## config.mk

```make
export PLATFORM = sky130hd
export DESIGN_NAME = vga_sprite_engine
export DESIGN_NICKNAME = d
export VERILOG_FILES = /design/src/rtl/vga_sprite_pkg.sv /design/src/rtl/vga_rect_hit.sv /design/src/rtl/vga_sprite_engine.sv
export SDC_FILE = /design/constraint.sdc
export NUM_CORES = 1
export LEC_CHECK = 0
export CELL_PAD_IN_SITES_DETAIL_PLACEMENT = 1
export CELL_PAD_IN_SITES_GLOBAL_PLACEMENT = 2
export CORE_AREA = 5 5 187 261
export DETAILED_ROUTE_END_ITERATION = 8
export DIE_AREA = 0 0 192 266
export DONT_BUFFER_PORTS = 1
export PLACE_DENSITY = 0.95
export SLEW_MARGIN = 0
export SYNTH_ARGS = -nofsm -noshare
export SYNTH_HDL_FRONTEND = slang
export SYNTH_SLANG_ARGS = --single-unit
```

## constraint.sdc

```tcl
create_clock -name clk -period 4.6 [get_ports clk]
set_input_delay 0.69 -clock clk [delete_from_list [all_inputs] [get_ports clk]]
set_output_delay 0.69 -clock clk [all_outputs]
set_load 0.05 [all_outputs]
```

## src/rtl/vga_sprite_pkg.sv

```systemverilog
// Shared types for the VGA sprite engine.
// Contents: RGB332 colour type, rectangle register record, default background.
// Rectangle coordinates are stored at RECT_CW bits, so the engine supports
// COORD_W up to RECT_CW; narrower coordinates are zero-extended on write.
package vga_sprite_pkg;

  localparam int unsigned RECT_CW = 16;

  typedef logic [7:0] rgb332_t;  // {R[2:0],G[2:0],B[1:0]}

  typedef struct packed {
    logic [RECT_CW-1:0] x0;
    logic [RECT_CW-1:0] y0;
    logic [RECT_CW-1:0] w;
    logic [RECT_CW-1:0] h;
    rgb332_t            color;
    logic               en;
  } rect_t;

  localparam rgb332_t BG_COLOR_DEFAULT = 8'h00;

endpackage

```

## src/rtl/vga_rect_hit.sv

```systemverilog
// Combinational hit test of one pixel against one rectangle.
// Ports: rect (active register set), px/py (zero-extended pixel position),
//        hit_c (pixel lies inside an enabled rectangle).
// Right/bottom edges are computed one bit wider than the coordinates, so a
// rectangle running off the screen clips instead of wrapping; w==0 or h==0
// gives an empty range and never hits.
module vga_rect_hit
  import vga_sprite_pkg::*;
(
  input  rect_t                rect,
  input  logic [RECT_CW-1:0]   px,
  input  logic [RECT_CW-1:0]   py,
  output logic                 hit_c
);

  localparam int unsigned SW = RECT_CW + 1;

  logic [SW-1:0] x_end;
  logic [SW-1:0] y_end;

  assign x_end = SW'(rect.x0) + SW'(rect.w);
  assign y_end = SW'(rect.y0) + SW'(rect.h);

  assign hit_c = rect.en &&
                 (px >= rect.x0) && (SW'(px) < x_end) &&
                 (py >= rect.y0) && (SW'(py) < y_end);

endmodule

```

## src/rtl/vga_sprite_engine.sv

```systemverilog
// Rectangle sprite overlay for a VGA pixel stream.
// Optional feature macro: VGA_SPRITE_COLLISION_EN (per-frame overlap flags
// between rectangle 0 and every other rectangle).
// Ports:
//   clk, reset_n              pixel clock, async active-low reset
//   pix_x, pix_y, in_display  position and active-area flag from sync gen
//   hsync_in, vsync_in        raw syncs
//   wr_valid/wr_ready, wr_*   rectangle register write handshake
//   rgb_out                   RGB332 pixel, 2 cycles after pix_x/pix_y
//   hsync_out, vsync_out      syncs delayed to align with rgb_out
//   collision                 per-frame overlap flags (0 unless feature on)
module vga_sprite_engine
  import vga_sprite_pkg::*;
#(
  parameter int unsigned NUM_RECT = 4,
  parameter int unsigned COORD_W  = 10,
  parameter int unsigned V_ACTIVE = 480,
  parameter rgb332_t     BG_COLOR = BG_COLOR_DEFAULT
) (
  input  logic                clk,
  input  logic                reset_n,
  input  logic [COORD_W-1:0]  pix_x,
  input  logic [COORD_W-1:0]  pix_y,
  input  logic                in_display,
  input  logic                hsync_in,
  input  logic                vsync_in,
  input  logic                wr_valid,
  output logic                wr_ready,
  input  logic [2:0]          wr_idx,
  input  logic [COORD_W-1:0]  wr_x0,
  input  logic [COORD_W-1:0]  wr_y0,
  input  logic [COORD_W-1:0]  wr_w,
  input  logic [COORD_W-1:0]  wr_h,
  input  logic [7:0]          wr_color,
  input  logic                wr_en,
  output logic [7:0]          rgb_out,
  output logic                hsync_out,
  output logic                vsync_out,
  output logic [NUM_RECT-1:0] collision
);

  rect_t               shadow_q [NUM_RECT];
  rect_t               active_q [NUM_RECT];
  rect_t               wr_rect_c;
  logic                rdy_q;
  logic                commit_c;
  logic [RECT_CW-1:0]  px_ext;
  logic [RECT_CW-1:0]  py_ext;
  logic [NUM_RECT-1:0] hit_c;
  logic [NUM_RECT-1:0] hit_q;
  logic                disp_q;
  logic                hs_q;
  logic                vs_q;
  rgb332_t             pix_color_c;

  // Commit point: first vertical-blank line, column 0
  assign commit_c = (pix_y == COORD_W'(V_ACTIVE)) && (pix_x == '0);

  // Writes are held off only on the commit cycle so the copy never sees a half-written set
  assign wr_ready = rdy_q && !commit_c;

  assign wr_rect_c = '{x0:    RECT_CW'(wr_x0),
                       y0:    RECT_CW'(wr_y0),
                       w:     RECT_CW'(wr_w),
                       h:     RECT_CW'(wr_h),
                       color: wr_color,
                       en:    wr_en};

  // Shadow/active register sets; out-of-range indices match no entry and are dropped
  always_ff @(posedge clk or negedge reset_n) begin
    if (!reset_n) begin
      rdy_q <= 1'b0;
      for (int unsigned i = 0; i < NUM_RECT; i++) begin
        shadow_q[i] <= '0;
        active_q[i] <= '0;
      end
    end else begin
      rdy_q <= 1'b1;
      for (int unsigned i = 0; i < NUM_RECT; i++) begin
        if (wr_valid && wr_ready && (wr_idx == 3'(i))) shadow_q[i] <= wr_rect_c;
        if (commit_c) active_q[i] <= shadow_q[i];
      end
    end
  end

  assign px_ext = RECT_CW'(pix_x);
  assign py_ext = RECT_CW'(pix_y);

  // One hit comparator per rectangle
  for (genvar g = 0; g < int'(NUM_RECT); g++) begin : g_hit
    vga_rect_hit u_hit (
      .rect  (active_q[g]),
      .px    (px_ext),
      .py    (py_ext),
      .hit_c (hit_c[g])
    );
  end

  // Stage 1: hit vector, display flag, syncs
  always_ff @(posedge clk or negedge reset_n) begin
    if (!reset_n) begin
      hit_q  <= '0;
      disp_q <= 1'b0;
      hs_q   <= 1'b0;
      vs_q   <= 1'b0;
    end else begin
      hit_q  <= hit_c;
      disp_q <= in_display;
      hs_q   <= hsync_in;
      vs_q   <= vsync_in;
    end
  end

  // Lowest-index hit wins
  always_comb begin
    logic found;
    pix_color_c = BG_COLOR;
    found       = 1'b0;
    for (int unsigned i = 0; i < NUM_RECT; i++) begin
      if (hit_q[i] && !found) begin
        pix_color_c = active_q[i].color;
        found       = 1'b1;
      end
    end
  end

  // Stage 2: pixel colour and aligned syncs
  always_ff @(posedge clk or negedge reset_n) begin
    if (!reset_n) begin
      rgb_out   <= 8'h00;
      hsync_out <= 1'b0;
      vsync_out <= 1'b0;
    end else begin
      rgb_out   <= disp_q ? pix_color_c : 8'h00;
      hsync_out <= hs_q;
      vsync_out <= vs_q;
    end
  end

`ifdef VGA_SPRITE_COLLISION_EN
  logic [NUM_RECT-1:0] coll_acc_q;
  logic [NUM_RECT-1:0] coll_new_c;

  // Overlaps of rectangle 0 with rectangle i on a visible pixel; bit 0 stays clear
  always_comb begin
    coll_new_c = '0;
    for (int unsigned i = 1; i < NUM_RECT; i++) begin
      coll_new_c[i] = in_display && hit_c[0] && hit_c[i];
    end
  end

  // Accumulate over the frame, publish and clear on commit
  always_ff @(posedge clk or negedge reset_n) begin
    if (!reset_n) begin
      coll_acc_q <= '0;
      collision  <= '0;
    end else if (commit_c) begin
      collision  <= coll_acc_q;
      coll_acc_q <= '0;
    end else begin
      coll_acc_q <= coll_acc_q | coll_new_c;
    end
  end
`else
  assign collision = '0;
`endif

endmodule

```

==> summary.md, run 1 <==
| Metric | Value |
|---|---|
| Filler instances | 4781 |
| First-pass GRT wire length | 91800 µm |
| Reg2Reg Launch Point | active_q[187] |
| Status | finished with violations |
| Congestion Overflow GR | 0 |
| Design Area, Final | 23900 µm² |
| Most used DFF post-synth | dfrtp_1 |
| Area post-placement | 22400 µm² |
| Post-detailed-route wirelength per cell | 23.2 µm |
| Initial Utilization | 47.5% |
| Commonest cells after routing, fill and taps aside | 410 x dfrtp_1, 286 x mux2_2, 232 x ha_1, 159 x o21ai_0, 120 x nand2_1 |
| Kind of end point of the critical path | flop |
| Post-synth top area cell | dfrtp_1 |
| RR Endpoint | hit_q[1] |
| FP Rows | 93 |
| Slew margin rel. | 9.64% |
| Total power draw | 8.62 mW |
| Cell count after synthesis | 1844 |
| Crit Path Max Fanout | 4 |
| Layout cells sized above 1 | 21.3% |
| Largest net degree at the start of global routing | 411 |
| Seq/Total Area, Yosys | 46.9% |
| R2R Setup Slk | 1090 ps |
| CTS clk-pin slew, worst paths | 60 ps |
| DRC Markers | 0 |
| Buffers on Ports | 0 |
| Setup WS pre-CTS | 1110 ps |
| Starting DRT DRC Count | 581 |
| H-tree depth | 2 |
| Hold Fails Final Rpt | 39 |
| Final Util | 52.1% |
| Clock Tree Buf Depth | 3 |
| Gpl congestion | 0.840 |
| R2R cell count | 14 |
| Final setup TNS | 0 ps |
| CTS resizes | 0 |
| Worst-Skew Late Latency | 560 ps |
| CTS root buf | clkbuf_16 |
| IR drop worst, VDD | 0.000416 V |
| Pleak | 11.6 nW |
| Worst setup path class | reg2reg |
| Antenna violations before repair | 1 |
| Clk_skew | 22.6 ps |
| Via/cell ratio | 5.80 |
| CTS tree | built |
| RSZ-0062 raised after global routing | false |
| Die Y | 266 µm |
| CTS Sinks | 410 |
| Most common library cell in the layout ignoring fill and taps | dfrtp_1 |
| CP Data Required Time | 5100 ps |
| Dpl hpwl | 41100 µm |
| Seq cells post-synth | 410 |
| Horiz. Die Dim | 192 µm |
| Tmin final | 3510 ps |
| Part of the cycle the worst path needs | 76.2% |
| Endpoints failing setup | 0 |
| Vias in the first global route | 16600 |
| EDFF count, synth | 0 |
| Core region area | 46000 µm² |
| CP Launch Type | flop |
| Max-Cap Viols | 0 |
| Synth cell types | 61 |
| Slew @ Worst Pin | 1360 ps |
| Area grow syn2layout | 9.56% |
| HP Class | in2async |
| Post-synth top area share | 46.9% |
| Nets | 2160 |
| GRT Overall Usage | 22.9% |
| Yosys warns | 0 |
| Final slew viol count | 0 |
| Hold_ws | -104 ps |
| Asr flop ratio synth | 100% |
| Area contributors post-synth | dfrtp_1 47%, mux2_2 15%, ha_1 13% |
| Die ar. | 51100 µm² |
| CP arrival | 4000 ps |
| Fmax | 285 MHz |
| Finished Layout Cells | 2494 |
| Placed Cells | 2413 |
| I/O pin total | 93 |
| Vias | 14500 |
| Diode count | 0 |
| TritonRoute pass-1 iters | 4 |
| Total Wirelength | 57800 µm |
| Syn Std Cell Area | 21900 µm² |
| Setup WS post-layout | 1090 ps |
| Failing checks | hold timing |
| Cts bufs inserted | 44 |
| Mean Syn Cell Area | 11.9 µm² |
| Post-CTS setup buffers | 0 |
| Pwr dens | 360 nW/µm² |
| Antenna-violating nets left | 0 |
-- routing by layer --
layer | GRT usage (%) | share of wire (%)
met5 | 0 | 0
met2 | 41.8 | 53
met3 | 4.02 | 3.6
met4 | 10.9 | 5.2
met1 | 25.6 | 39
-- worst max-delay path, cell delays in order (launching register included) --
cell and delay, ps:
dfrtp_1 410, ha_1 220, fa_1 400, nand2_1 110
a21oi_1 100, o311ai_0 490, nand2b_1 110, a21oi_1 260
xor2_1 200, ha_1 300, a21oi_1 140, nand3_1 100
a221oi_1 330, a211o_1 160, o311a_1 140
-- cell families after synthesis --
logic type,Yosys count,synth area share [%]
buf+inv,161,3.56
mux,316,16.6
compound gates,380,10.6
other cells,2,0.0344
flops,410,46.9
simple gates,282,6.07
xor+xnor,53,2.12
fa+ha+maj,240,14.0
-- flip-flops by register name, indices dropped and copies added (netlist names) --
| signal | cells |
|---|---|
| hsync_out | 1 |
| active_q | 196 |
| hs_q | 1 |
| rgb_out | 8 |
| vs_q | 1 |
| shadow_q | 196 |
| vsync_out | 1 |
| disp_q | 1 |
| rdy_q | 1 |
| hit_q | 4 |
-- area by class of cell --
class / instances / area, µm² / share of cell area [%]
multi-input combinational: 1276 / 10900 / 45.3
sequential: 410 / 10300 / 42.9
clock buffer: 61 / 1280 / 5.34
tap: 617 / 772 / 3.22
inverter: 103 / 387 / 1.61
clock inverter: 20 / 300 / 1.25
timing repair buffer: 7 / 90.1 / 0.376
-- how the worst max path moves through the flow --
stage / slack [ps] / cells after the start / endpoint / from
4_1_cts: 1130 / 14 / hit_q[1] / active_q[187]
6_report: 1090 / 14 / hit_q[1] / active_q[187]
3_3_place_gp: 1220 / 14 / hit_q[1] / active_q[187]
2_1_floorplan: 1590 / 14 / hit_q[1] / active_q[187]
5_1_grt: 800 / 14 / hit_q[1] / active_q[187]
3_5_place_dp: 1110 / 14 / hit_q[1] / active_q[187]
-- cell usage after synthesis, types with 4 or more instances --
cell	number
a2111oi_0	7
a211oi_1	17
a21o_1	23
a21oi_1	72
a22oi_1	19
a31oi_1	14
and2_1	9
buf_2	15
buf_4	24
buf_6	7
clkbuf_1	11
dfrtp_1	410
fa_1	8
ha_1	232
inv_1	103
mux2_1	10
mux2_2	286
mux2_4	20
nand2_1	120
nand2b_1	20
nand3_1	17
nand3b_1	4
nor2_1	67
nor2b_1	17
nor3_1	6
nor4_1	5
o2111ai_1	4
o21a_1	17
o21ai_0	159
o21bai_1	14
o311a_1	4
xnor2_1	27
xor2_1	26
-- report_power, final --
part / switching [mW] / internal, mW / leakage [nW] / total, mW
Sequential: 0.227 / 4.01 / 4.98 / 4.24
Combinational: 0.187 / 0.366 / 5.85 / 0.553
Clock: 1.48 / 2.34 / 0.765 / 3.82
Total: 1.90 / 6.72 / 11.6 / 8.62
No activity file was read; power rests on OpenSTA's default activity.
==> inputs of run 2 (changes only) <==
- ABC_AREA: default -> 1
- CORE_AREA: 5 5 187 261 -> 5 5 218 304
- DIE_AREA: 0 0 192 266 -> 0 0 223 309
- PLACE_DENSITY: 0.95 -> 0.87
- clock period: 4.6 -> 3 ns (I/O delays scaled with it)
==> summary.md, run 2 <==
| Metric | Value |
|---|---|
| GR Layer Usage met2 | 35.5% |
| Area post-placement | 23300 µm² |
| Post-synth top area cell | dfrtp_1 |
| DRC Markers | 0 |
| Congestion Overflow GR | 0 |
| Slew margin rel. | 8.49% |
| Failing checks | hold timing |
| CP arrival | 3330 ps |
| Status | finished with violations |
| Critical path's most frequent cell | nand2_1 |
| Crit-path leading delay family | adder cells |
| CP Data Required Time | 3500 ps |
| Hold Fails Final Rpt | 410 |
| Antenna violations before repair | 8 |
| CTS root buf | clkbuf_16 |
| CTS clk-pin slew, worst paths | 70 ps |
| EDFF count, synth | 0 |
| Gpl congestion | 0.846 |
| IR drop worst, VDD | 0.000491 V |
| Vias in the first global route | 19600 |
| Cell count after synthesis | 2679 |
| Core region area | 63000 µm² |
| Tmin final | 2830 ps |
| Crit Path Max Fanout | 3 |
| CTS Sinks | 410 |
| Seq cells post-synth | 410 |
| Slowest cell delay on critical path | 390 ps |
| Area contributors post-synth | dfrtp_1 46%, ha_1 13%, nand2_1 11% |
| Asr flop ratio synth | 100% |
| Worst setup path class | reg2reg |
| Mean Syn Cell Area | 8.40 µm² |
| GR Util met3 | 2.87% |
| Die Y | 309 µm |
| Part of the cycle the worst path needs | 94.2% |
| Fmax | 354 MHz |
| Clock Tree Buf Depth | 3 |
| Die ar. | 68900 µm² |
| HP Class | in2async |
| Pwr dens | 526 nW/µm² |
| Total Wirelength | 68600 µm |
| I/O pin total | 93 |
| Horiz. Die Dim | 223 µm |
| Syn Std Cell Area | 22500 µm² |
| Cts hold-fix bufs | 53 |
| Max-Cap Viols | 0 |
| Post-synth top area share | 45.6% |
| Cts bufs inserted | 43 |
| Design Area, Final | 25600 µm² |
| First-pass GRT wire length | 109000 µm |
| Layout cells sized above 1 | 4.80% |
| Buffers on Ports | 0 |
| Vias | 18200 |
| Regs by FF count | active_q (196), shadow_q (196), rgb_out (8) |
| Top post-synthesis cells by count | 632 x nand2_1, 410 x dfrtp_1, 398 x inv_1 |
| TritonRoute pass-1 iters | 5 |
| FP Rows | 109 |
| Seq/Total Area, Yosys | 45.6% |
| Endpoints failing setup | 0 |
| Clk_skew | 35.2 ps |
| Initial Utilization | 35.7% |
| Pleak | 12.0 nW |
| Post-detailed-route wirelength per cell | 19.1 µm |
| Crit-path cells | ha_2 > inv_2 > fa_2 > o211ai_1 > nand3_1 > nand2_1 > xor2_1 > ha_1 > nand2_1 > inv_1 > nor2_1 > o21a_1 > nand2_1 > nand2_1 > nand2_1 > nand3_2 > nand3_2 > nor2_1 |
| Max stage delay cell, worst path | fa_2 |
| Worst-Skew Late Latency | 600 ps |
| Hold_ws | -449 ps |
| Final slew viol count | 0 |
| Commonest cells after routing, fill and taps aside | 632 x nand2_1, 409 x dfrtp_1, 397 x inv_1, 279 x o21ai_0, 221 x ha_1 |
| Kind of end point of the critical path | flop |
| GRT Max-Usage Layer | met2 |
| Total power draw | 13.5 mW |
| Most used DFF post-synth | dfrtp_1 |
| Area of the multi-input gates | 10500 µm² |
| Filler instances | 7448 |
| Synth cell types | 33 |
| R2R Setup Slk | 170 ps |
| CP Launch Type | flop |
| Area grow syn2layout | 13.8% |
| Met1 global-route usage | 24.2% |
| RSZ-0062 raised after global routing | true |
| GRT Overall Usage | 19.8% |
| CTS tree | built |
| Slew @ Worst Pin | 1370 ps |
| WP buf/inv | 2 |
| Starting DRT DRC Count | 860 |
| Yosys warns | 0 |
| Dpl hpwl | 46900 µm |
| Most common library cell in the layout ignoring fill and taps | nand2_1 |
| Antenna-violating nets left | 0 |
| Nets | 3034 |
| H-tree depth | 2 |
| Via/cell ratio | 5.07 |
| Largest net degree at the start of global routing | 411 |
| Register area | 10300 µm² |
| Most common cell in the netlist | nand2_1 |
==> run 2: changes by cell type in the layout (fill, tap and decap cells not counted), moves of 43 or more <==
cell           before  now
nand3_1            17   60
inv_1             103  397
o21ai_1             1  158
nor2_1             67  110
nand2_1           120  632
mux2_2            286    0
dlygate4sd3_1       0   53
o21ai_0           159  279
==> run 2: per-layer routing <==
metal  vias up  share of wire, %
li1       8745                 -
met3       145               3.7
met5         -             0.010
met1      8988                42
met4         2               4.2
met2       307                50
==> run 2: repair_timing <==
item / CTS / global route
buffers inserted: 1 / 5
gates resized for setup: 0 / 31
hold endpoints to repair: 597 / 410
endpoints found under the setup margin: 1 / 4
gates cloned: 0 / 0
pin swaps: 1 / 7
==> run 2: cell families after synthesis <==
family | synth area share [%]
fa+ha+maj | 13.6
compound gates | 14.3
buf+inv | 8.67
flops | 45.6
xor+xnor | 2.49
simple gates | 15.3
other cells | 0.0334
==> run 2: worst paths after layout <==
kind | startpoint | end | cells past startpoint
hold reg to reg | hs_q | hsync_out | 0
hold / removal | reset_n | active_q[75] | 0
max in group asynchronous | reset_n | active_q[209] | 0
setup / recovery | active_q[203] | hit_q[1] | 18
min in group clk | wr_y0[8] | shadow_q[268] | 2
setup reg to reg | active_q[203] | hit_q[1] | 18
==> run 2: where the power goes <==
group	internal, mW	switching [mW]	leakage, nW
Sequential	6.16	0.181	5.31
Clock	3.44	2.40	0.752
Combinational	0.479	0.803	5.95
==> run 2: metrics by stage <==
stage / hold slack, ps / std cells / setup TNS (ps) / util [%] / setup slack [ps]
final: -449 / 3587 / 0 / 40.6 / 175
after global routing: -478 / 3585 / -63.3 / 40.6 / -33.7
after CTS: -488 / 3578 / 0 / 40.3 / 55.8
after detailed placement: 163 / 3444 / -32.8 / 37.0 / -32.8
after global placement: 165 / 3444 / 0 / 37.0 / 144
after floorplan: 154 / 2682 / 0 / - / 389
==> run 2: layout make-up <==
type / instances / share of cell area, %
repair buffers: 78 / 3.10
flip-flops and latches: 410 / 40.1
multi-input cells: 1785 / 40.9
well taps: 832 / 4.07
diodes: 4 / 0.0391
clock inverters: 22 / 1.35
inverters: 398 / 5.84
clock buffers: 58 / 4.66
